<file path="src/rtl/window_coef_sequencer_pkg.sv">
// Shared types and constants for the window coefficient sequencer.
package window_coef_sequencer_pkg;

  localparam int unsigned MAX_LEN_DEF = 256;
  localparam int unsigned TIMEOUT_DEF = 1024;
  localparam int unsigned WIN_TYPE_W  = 4;
  localparam int unsigned N_W         = 16;
  localparam int unsigned LGN_W       = 8;
  localparam int unsigned COEF_W      = 16;
  localparam int unsigned TMR_W       = 16;

  localparam logic [WIN_TYPE_W-1:0] WIN_RECT     = 4'd1;
  localparam logic [WIN_TYPE_W-1:0] WIN_TUKEY    = 4'd2;
  localparam logic [WIN_TYPE_W-1:0] WIN_TRIANGLE = 4'd3;
  localparam logic [WIN_TYPE_W-1:0] WIN_HANN     = 4'd4;
  localparam logic [WIN_TYPE_W-1:0] WIN_HAMMING  = 4'd5;
  localparam logic [WIN_TYPE_W-1:0] WIN_BLACKMAN = 4'd6;

  typedef enum logic [2:0] {
    ST_IDLE,
    ST_CHECK,
    ST_REQ,
    ST_WAIT,
    ST_WRITE,
    ST_DRAIN,
    ST_FIN,
    ST_ERR
  } seq_state_t;

  // True when the code names a window the generator knows how to build.
  function automatic logic win_type_valid(input logic [WIN_TYPE_W-1:0] t);
    logic v;
    case (t)
      WIN_RECT, WIN_TUKEY, WIN_TRIANGLE,
      WIN_HANN, WIN_HAMMING, WIN_BLACKMAN: v = 1'b1;
      default:                             v = 1'b0;
    endcase
    return v;
  endfunction

endpackage

</file>
<file path="src/rtl/window_coef_sequencer_timer.sv">
// Handshake watchdog: counts enabled cycles since the last clear.
module handshake_timer #(
  parameter int unsigned CNT_W = 16
) (
  input  logic             clk,
  input  logic             rst,
  input  logic             clear,
  input  logic             enable,
  input  logic [CNT_W-1:0] limit,
  output logic             expired
);

  logic [CNT_W-1:0] r_cnt;
  logic [CNT_W:0]   w_cnt_next;

  // Expired once the current enabled cycle is the limit-th one since clear.
  assign w_cnt_next = {1'b0, r_cnt} + {{CNT_W{1'b0}}, 1'b1};
  assign expired    = enable && (w_cnt_next >= {1'b0, limit});

  // Cycle counter; holds once the limit is reached.
  always_ff @(posedge clk) begin
    if (rst || clear) begin
      r_cnt <= '0;
    end else if (enable && !expired) begin
      r_cnt <= w_cnt_next[CNT_W-1:0];
    end
  end

endmodule

</file>
<file path="src/rtl/window_coef_sequencer.sv">
// Sequences an external window-function generator over indices 0..n-1 and
// writes each returned coefficient into the coefficient RAM.
module window_coef_sequencer
  import window_coef_sequencer_pkg::*;
#(
  parameter int unsigned MAX_LEN = MAX_LEN_DEF,
  parameter int unsigned ADDR_W  = 8,
  parameter int unsigned TIMEOUT = TIMEOUT_DEF
) (
  input  logic                     clk,
  input  logic                     rst,
  input  logic                     start,
  input  logic                     abort,
  input  logic [WIN_TYPE_W-1:0]    win_type,
  input  logic [N_W-1:0]           n,
  input  logic [LGN_W-1:0]         lgn,
  output logic                     busy,
  output logic                     done,
  output logic                     error,
  output logic                     gen_en,
  output logic [WIN_TYPE_W-1:0]    gen_win_type,
  output logic [N_W-1:0]           gen_n,
  output logic [LGN_W-1:0]         gen_lgn,
  output logic [N_W-1:0]           gen_i,
  input  logic                     gen_busy,
  input  logic signed [COEF_W-1:0] gen_win,
  output logic                     coef_we,
  output logic [ADDR_W-1:0]        coef_addr,
  output logic signed [COEF_W-1:0] coef_data
);

  seq_state_t               r_state;
  logic [N_W-1:0]           r_idx;
  logic                     r_timed_out;
  logic                     r_busy;
  logic                     r_done;
  logic                     r_error;
  logic                     r_gen_en;
  logic [WIN_TYPE_W-1:0]    r_gen_win_type;
  logic [N_W-1:0]           r_gen_n;
  logic [LGN_W-1:0]         r_gen_lgn;
  logic [N_W-1:0]           r_gen_i;
  logic                     r_coef_we;
  logic [ADDR_W-1:0]        r_coef_addr;
  logic signed [COEF_W-1:0] r_coef_data;

  logic w_tmr_en;
  logic w_tmr_clear;
  logic w_tmr_expired;
  logic w_params_ok;
  logic w_last;

  // Watchdog runs only in the handshake states and restarts on each entry:
  // it is held clear elsewhere and cleared on the REQ->WAIT edge.
  assign w_tmr_en    = (r_state == ST_REQ) || (r_state == ST_WAIT);
  assign w_tmr_clear = !w_tmr_en || ((r_state == ST_REQ) && gen_busy);

  // Build request sanity, evaluated on the latched copies.
  assign w_params_ok = (r_gen_n != '0) && (32'(r_gen_n) <= MAX_LEN) &&
                       win_type_valid(r_gen_win_type);
  assign w_last      = (r_idx == (r_gen_n - N_W'(1)));

  handshake_timer #(
    .CNT_W (TMR_W)
  ) u_timer (
    .clk     (clk),
    .rst     (rst),
    .clear   (w_tmr_clear),
    .enable  (w_tmr_en),
    .limit   (TMR_W'(TIMEOUT)),
    .expired (w_tmr_expired)
  );

  // Build sequencer with registered outputs; done/error/coef_we are pulses.
  always_ff @(posedge clk) begin
    if (rst) begin
      r_state        <= ST_IDLE;
      r_idx          <= '0;
      r_timed_out    <= 1'b0;
      r_busy         <= 1'b0;
      r_done         <= 1'b0;
      r_error        <= 1'b0;
      r_gen_en       <= 1'b0;
      r_gen_win_type <= '0;
      r_gen_n        <= '0;
      r_gen_lgn      <= '0;
      r_gen_i        <= '0;
      r_coef_we      <= 1'b0;
      r_coef_addr    <= '0;
      r_coef_data    <= '0;
    end else begin
      r_done    <= 1'b0;
      r_error   <= 1'b0;
      r_coef_we <= 1'b0;
      case (r_state)
        ST_IDLE: begin
          if (start) begin
            r_gen_win_type <= win_type;
            r_gen_n        <= n;
            r_gen_lgn      <= lgn;
            r_idx          <= '0;
            r_timed_out    <= 1'b0;
            r_busy         <= 1'b1;
            r_state        <= ST_CHECK;
          end
        end
        ST_CHECK: begin
          if (!w_params_ok) begin
            r_error <= 1'b1;
            r_state <= ST_ERR;
          end else begin
            r_gen_en <= 1'b1;
            r_gen_i  <= r_idx;
            r_state  <= ST_REQ;
          end
        end
        ST_REQ: begin
          if (abort) begin
            r_gen_en <= 1'b0;
            r_state  <= ST_DRAIN;
          end else if (gen_busy) begin
            r_gen_en <= 1'b0;
            r_state  <= ST_WAIT;
          end else if (w_tmr_expired) begin
            r_gen_en    <= 1'b0;
            r_timed_out <= 1'b1;
            r_state     <= ST_DRAIN;
          end
        end
        ST_WAIT: begin
          if (abort) begin
            r_state <= ST_DRAIN;
          end else if (!gen_busy) begin
            r_coef_we   <= 1'b1;
            r_coef_addr <= r_idx[ADDR_W-1:0];
            r_coef_data <= gen_win;
            r_state     <= ST_WRITE;
          end else if (w_tmr_expired) begin
            r_timed_out <= 1'b1;
            r_state     <= ST_DRAIN;
          end
        end
        ST_WRITE: begin
          // The write strobe for this cycle is already on the port; an abort
          // only prevents the next request.
          if (abort) begin
            r_state <= ST_DRAIN;
          end else if (w_last) begin
            r_done  <= 1'b1;
            r_state <= ST_FIN;
          end else begin
            r_idx    <= r_idx + N_W'(1);
            r_gen_i  <= r_idx + N_W'(1);
            r_gen_en <= 1'b1;
            r_state  <= ST_REQ;
          end
        end
        ST_DRAIN: begin
          if (!gen_busy) begin
            r_error     <= r_timed_out;
            r_timed_out <= 1'b0;
            r_busy      <= 1'b0;
            r_state     <= ST_IDLE;
          end
        end
        ST_FIN: begin
          r_busy  <= 1'b0;
          r_state <= ST_IDLE;
        end
        ST_ERR: begin
          r_busy  <= 1'b0;
          r_state <= ST_IDLE;
        end
        default: begin
          r_gen_en <= 1'b0;
          r_busy   <= 1'b0;
          r_state  <= ST_IDLE;
        end
      endcase
    end
  end

  assign busy         = r_busy;
  assign done         = r_done;
  assign error        = r_error;
  assign gen_en       = r_gen_en;
  assign gen_win_type = r_gen_win_type;
  assign gen_n        = r_gen_n;
  assign gen_lgn      = r_gen_lgn;
  assign gen_i        = r_gen_i;
  assign coef_we      = r_coef_we;
  assign coef_addr    = r_coef_addr;
  assign coef_data    = r_coef_data;

endmodule

</file>
<file path="config.mk">
export PLATFORM = sky130hd
export DESIGN_NAME = window_coef_sequencer
export DESIGN_NICKNAME = d
export VERILOG_FILES = /design/src/rtl/window_coef_sequencer_pkg.sv /design/src/rtl/window_coef_sequencer_timer.sv /design/src/rtl/window_coef_sequencer.sv
export SDC_FILE = /design/constraint.sdc
export NUM_CORES = 1
export LEC_CHECK = 0
export ABC_AREA = 0
export CAP_MARGIN = 10
export CORE_MARGIN = 2
export CORE_UTILIZATION = 55
export DETAILED_ROUTE_END_ITERATION = 8
export GPL_TIMING_DRIVEN = 0
export PLACE_DENSITY = 0.87
export SKIP_CTS_REPAIR_TIMING = 1
export SYNTH_ARGS = -nofsm -noshare
export SYNTH_HDL_FRONTEND = slang
export SYNTH_SLANG_ARGS = --single-unit
</file>
<file path="constraint.sdc">
create_clock -name clk -period 4.8 [get_ports clk]
set_input_delay 1.44 -clock clk [delete_from_list [all_inputs] [get_ports clk]]
set_output_delay 1.44 -clock clk [all_outputs]
set_load 0.03 [all_outputs]
</file>
==> impl_metrics.env <==
export IMPL_status="finished, final reports clean"
export IMPL_synth_edf_count=0
export IMPL_wl_per_cell_um=17.0
export IMPL_start_util_pct=55.9
export IMPL_fp_dieW_um=106
export IMPL_combPwrFrac_pct=45.0
export IMPL_period_minus_slack_ns=3.55
export IMPL_post_place_cells=985
export IMPL_rows=37
export IMPL_yosys_warnings=0
export IMPL_fin_nets=913
export IMPL_worstReg2RegEnd="gen_i[10]"
export IMPL_setup_violations=0
export IMPL_p_int_uw=1750
export IMPL_avgSynthCellArea_um2=7.85
export IMPL_swShare_pct=41.6
export IMPL_insertion_delay_ns=0.38
export IMPL_vdd_ir_drop_max_v=0.000359
export IMPL_coreArea_mm2=0.0102
export IMPL_arrival_ns=3.80
export IMPL_wl_met1_um=6990
export IMPL_min_delay_path_depth=2
export IMPL_clock_skew_final_ns=0.00717
export IMPL_power_leakage_uw=0.00248
export IMPL_postRouteAntennaNets=0
export IMPL_r2r_start="gen_n[0]"
export IMPL_io_pins=122
export IMPL_crit_type="input pin to flop"
export IMPL_die_y_um=106
export IMPL_portBuffers=120
export IMPL_drc=0
export IMPL_cts_buffers=9
export IMPL_worstPathRequired_ns=5.05
export IMPL_cts_sinks=109
export IMPL_diodes=0
export IMPL_startpoint_type="input pin"
export IMPL_p_per_area_mw_per_mm2=411
export IMPL_drt_iter0_drc=482
export IMPL_post_route_period_util_pct=74.1
export IMPL_tns_ns=0
export IMPL_postSynthCellCount=729
export IMPL_first_pass_iters=6
export IMPL_fmax_mhz=281
export IMPL_grt_usage_pct=30.8
export IMPL_met3_wirelength_um=1390
export IMPL_globalRouteOverflowTotal=0
export IMPL_critPathCaptureType="flop"
export IMPL_grt_first_pass_wirelength_um=27900
export IMPL_ys_flop_type="dfxtp_1"
export IMPL_grt_max_degree=18
export IMPL_hold_viol_final=0
export IMPL_avgViaCountPerCell=5.88
export IMPL_final_max_slew_viol_count=0
export IMPL_clk_pin_slew_ns=0.10
export IMPL_grt_pass1_vias=5732
export IMPL_reg2reg_setup_slack_ns=1.43
export IMPL_met2_length_um=8230
export IMPL_ys_types=69
export IMPL_drv_cap=0
export IMPL_gp_congestion=0.962
export IMPL_hpwl_um=12700
export IMPL_worstPathMaxFanout=10
export IMPL_die_area_mm2=0.0112
export IMPL_utilization_pct=71.2
export IMPL_synth_seq_cells=109
export IMPL_synthToLayoutAreaGrowth_pct=27.3
export IMPL_relSlewSlack_pct=15.0
export IMPL_p_sw_uw=1240
export IMPL_clock_path_buffers=2
export IMPL_cts_tree="yes"
export IMPL_netlist_area_mm2=0.00572
export IMPL_min_to="u_timer.r_cnt[14]"
export IMPL_synth_seq_area_share_pct=38.1
export IMPL_async_reset_ff_share_pct=0
export IMPL_cts_max_level=3
export IMPL_top_layer="met4"
export IMPL_antenna_found_initial=0
export IMPL_clockPowerShare_pct=18.8
export IMPL_tightest_slew_ns=1.27
export IMPL_hold_path_class="flop to flop"
export IMPL_reg2reg_depth=10
export IMPL_pwr_share_seq_pct=36.2
export IMPL_wirelength_um=17000
export IMPL_synthesis_nets=782
export IMPL_hold_path_startpoint="u_timer.r_cnt[14]"
export IMPL_drive_gt1_share_pct=5.79
export IMPL_fin_cells=1000
export IMPL_num_vias=5879
export IMPL_cts_root_buf="clkbuf_8"
export IMPL_rsz0062_at_grt="no"
==> per-layer routing <==
metal  vias to the layer above  global-route usage, %
met5                         -                      0
met4                         0                   11.9
met3                        39                   6.38
met2                       270                   52.8
met1                      2755                   38.0
li1                       2815                      -
==> final cells by class <==
type	instances	area, um2
clock inverter	5	60.1
fill	817	2950
tap	136	170
sequential	109	2180
multi-input combinational	541	3220
inverter	23	86.3
timing repair buffer	120	1200
clock buffer	10	128
buffer	56	234
==> per-stage QoR <==
step           instance area, um2  power (uW)  hold WS, ns  setup WS (ns)
6_report                     7280        2990        0.435           1.25
4_1_cts                      7280        2970        0.436           1.37
3_3_place_gp                 7090        2380        0.419          0.985
5_1_grt                      7280        3140        0.464           1.18
3_5_place_dp                 7090        2420        0.421          0.951
2_1_floorplan                5720        2000        0.408           1.80
==> sequential cells by signal (all words and copies together) (netlist names), 3 cells and up <==
signal         count
coef_data         16
gen_i             16
gen_win_type       4
u_timer.r_cnt     16
gen_lgn            8
r_idx             16
r_state            3
coef_addr          8
gen_n             16
==> power by group through the flow <==
stage / registers (uW) / logic (uW) / clock network [uW]
after floorplan: 1210 / 789 / 0
after global placement: 1090 / 1290 / 0
after detailed placement: 1100 / 1320 / 0
after CTS: 1080 / 1330 / 567
after global routing: 1100 / 1450 / 598
final: 1080 / 1350 / 561
==> how the worst max path moves through the flow <==
stage | from | to | slack (ns) | cells after the start
finish | start | r_idx[15] | 1.25 | 7
global route | start | r_idx[15] | 1.18 | 7
CTS | start | r_idx[15] | 1.37 | 7
detailed placement | start | r_idx[15] | 0.95 | 7
global placement | start | r_idx[15] | 0.98 | 7
floorplan | gen_n[0] | gen_i[10] | 1.80 | 10
==> cell families after synthesis <==
family	share of synthesized area, %
xor gates and xnor gates	4.90
DFF	38.1
adders and majority gates	1.05
muxes	3.43
AOI/OAI and AO/OA	17.2
and+or+nand+nor	29.7
buffers and inverters	5.60
==> synthesized netlist by cell type, types with 9 or more instances <==
cell / number / area [um2]
a21oi_1: 69 / 345
a31oi_1: 25 / 156
and3_1: 14 / 87.6
clkbuf_1: 50 / 188
dfxtp_1: 109 / 2180
inv_1: 22 / 82.6
nand2_1: 134 / 503
nand3_1: 34 / 170
nor2_1: 44 / 165
nor2b_1: 16 / 100
nor3_1: 16 / 80.1
nor4_1: 9 / 56.3
o211ai_1: 9 / 67.6
o21ai_0: 19 / 95.1
or3_1: 10 / 62.6
or4_1: 13 / 97.6
xnor2_1: 20 / 175
xor2_1: 12 / 105
==> worst max-delay path: stages <==
cell and delay, ns:
clkdlybuf4s50_1 0.48, nand2b_1 0.10, nor3_1 0.97, clkbuf_1 0.50
o22ai_1 0.16, nand2_1 0.09, a31oi_1 0.06
==> layout by cell type, fill, tap and decap left out, types with 3 or more instances in the layout <==
| cell type | count |
|---|---|
| nand2_1 | 134 |
| clkdlybuf4s50_1 | 120 |
| dfxtp_1 | 109 |
| a21oi_1 | 69 |
| clkbuf_1 | 51 |
| nor2_1 | 44 |
| nand3_1 | 34 |
| a31oi_1 | 25 |
| inv_1 | 22 |
| xnor2_1 | 20 |
| o21ai_0 | 19 |
| nor2b_1 | 16 |
| nor3_1 | 16 |
| and3_1 | 14 |
| or4_1 | 13 |
| xor2_1 | 12 |
| or3_1 | 10 |
| nor4_1 | 9 |
| o211ai_1 | 9 |
| clkbuf_8 | 9 |
| mux2i_1 | 8 |
| nand4_1 | 7 |
| mux2_2 | 5 |
| and4_1 | 5 |
| and2_1 | 5 |
| nand3b_1 | 4 |
| a32oi_1 | 4 |
| mux2_4 | 4 |
| ha_1 | 4 |
| nand2b_1 | 3 |
| nand4b_1 | 3 |
| or3b_2 | 3 |
| a211oi_1 | 3 |
(Power assumes the default switching activity.)
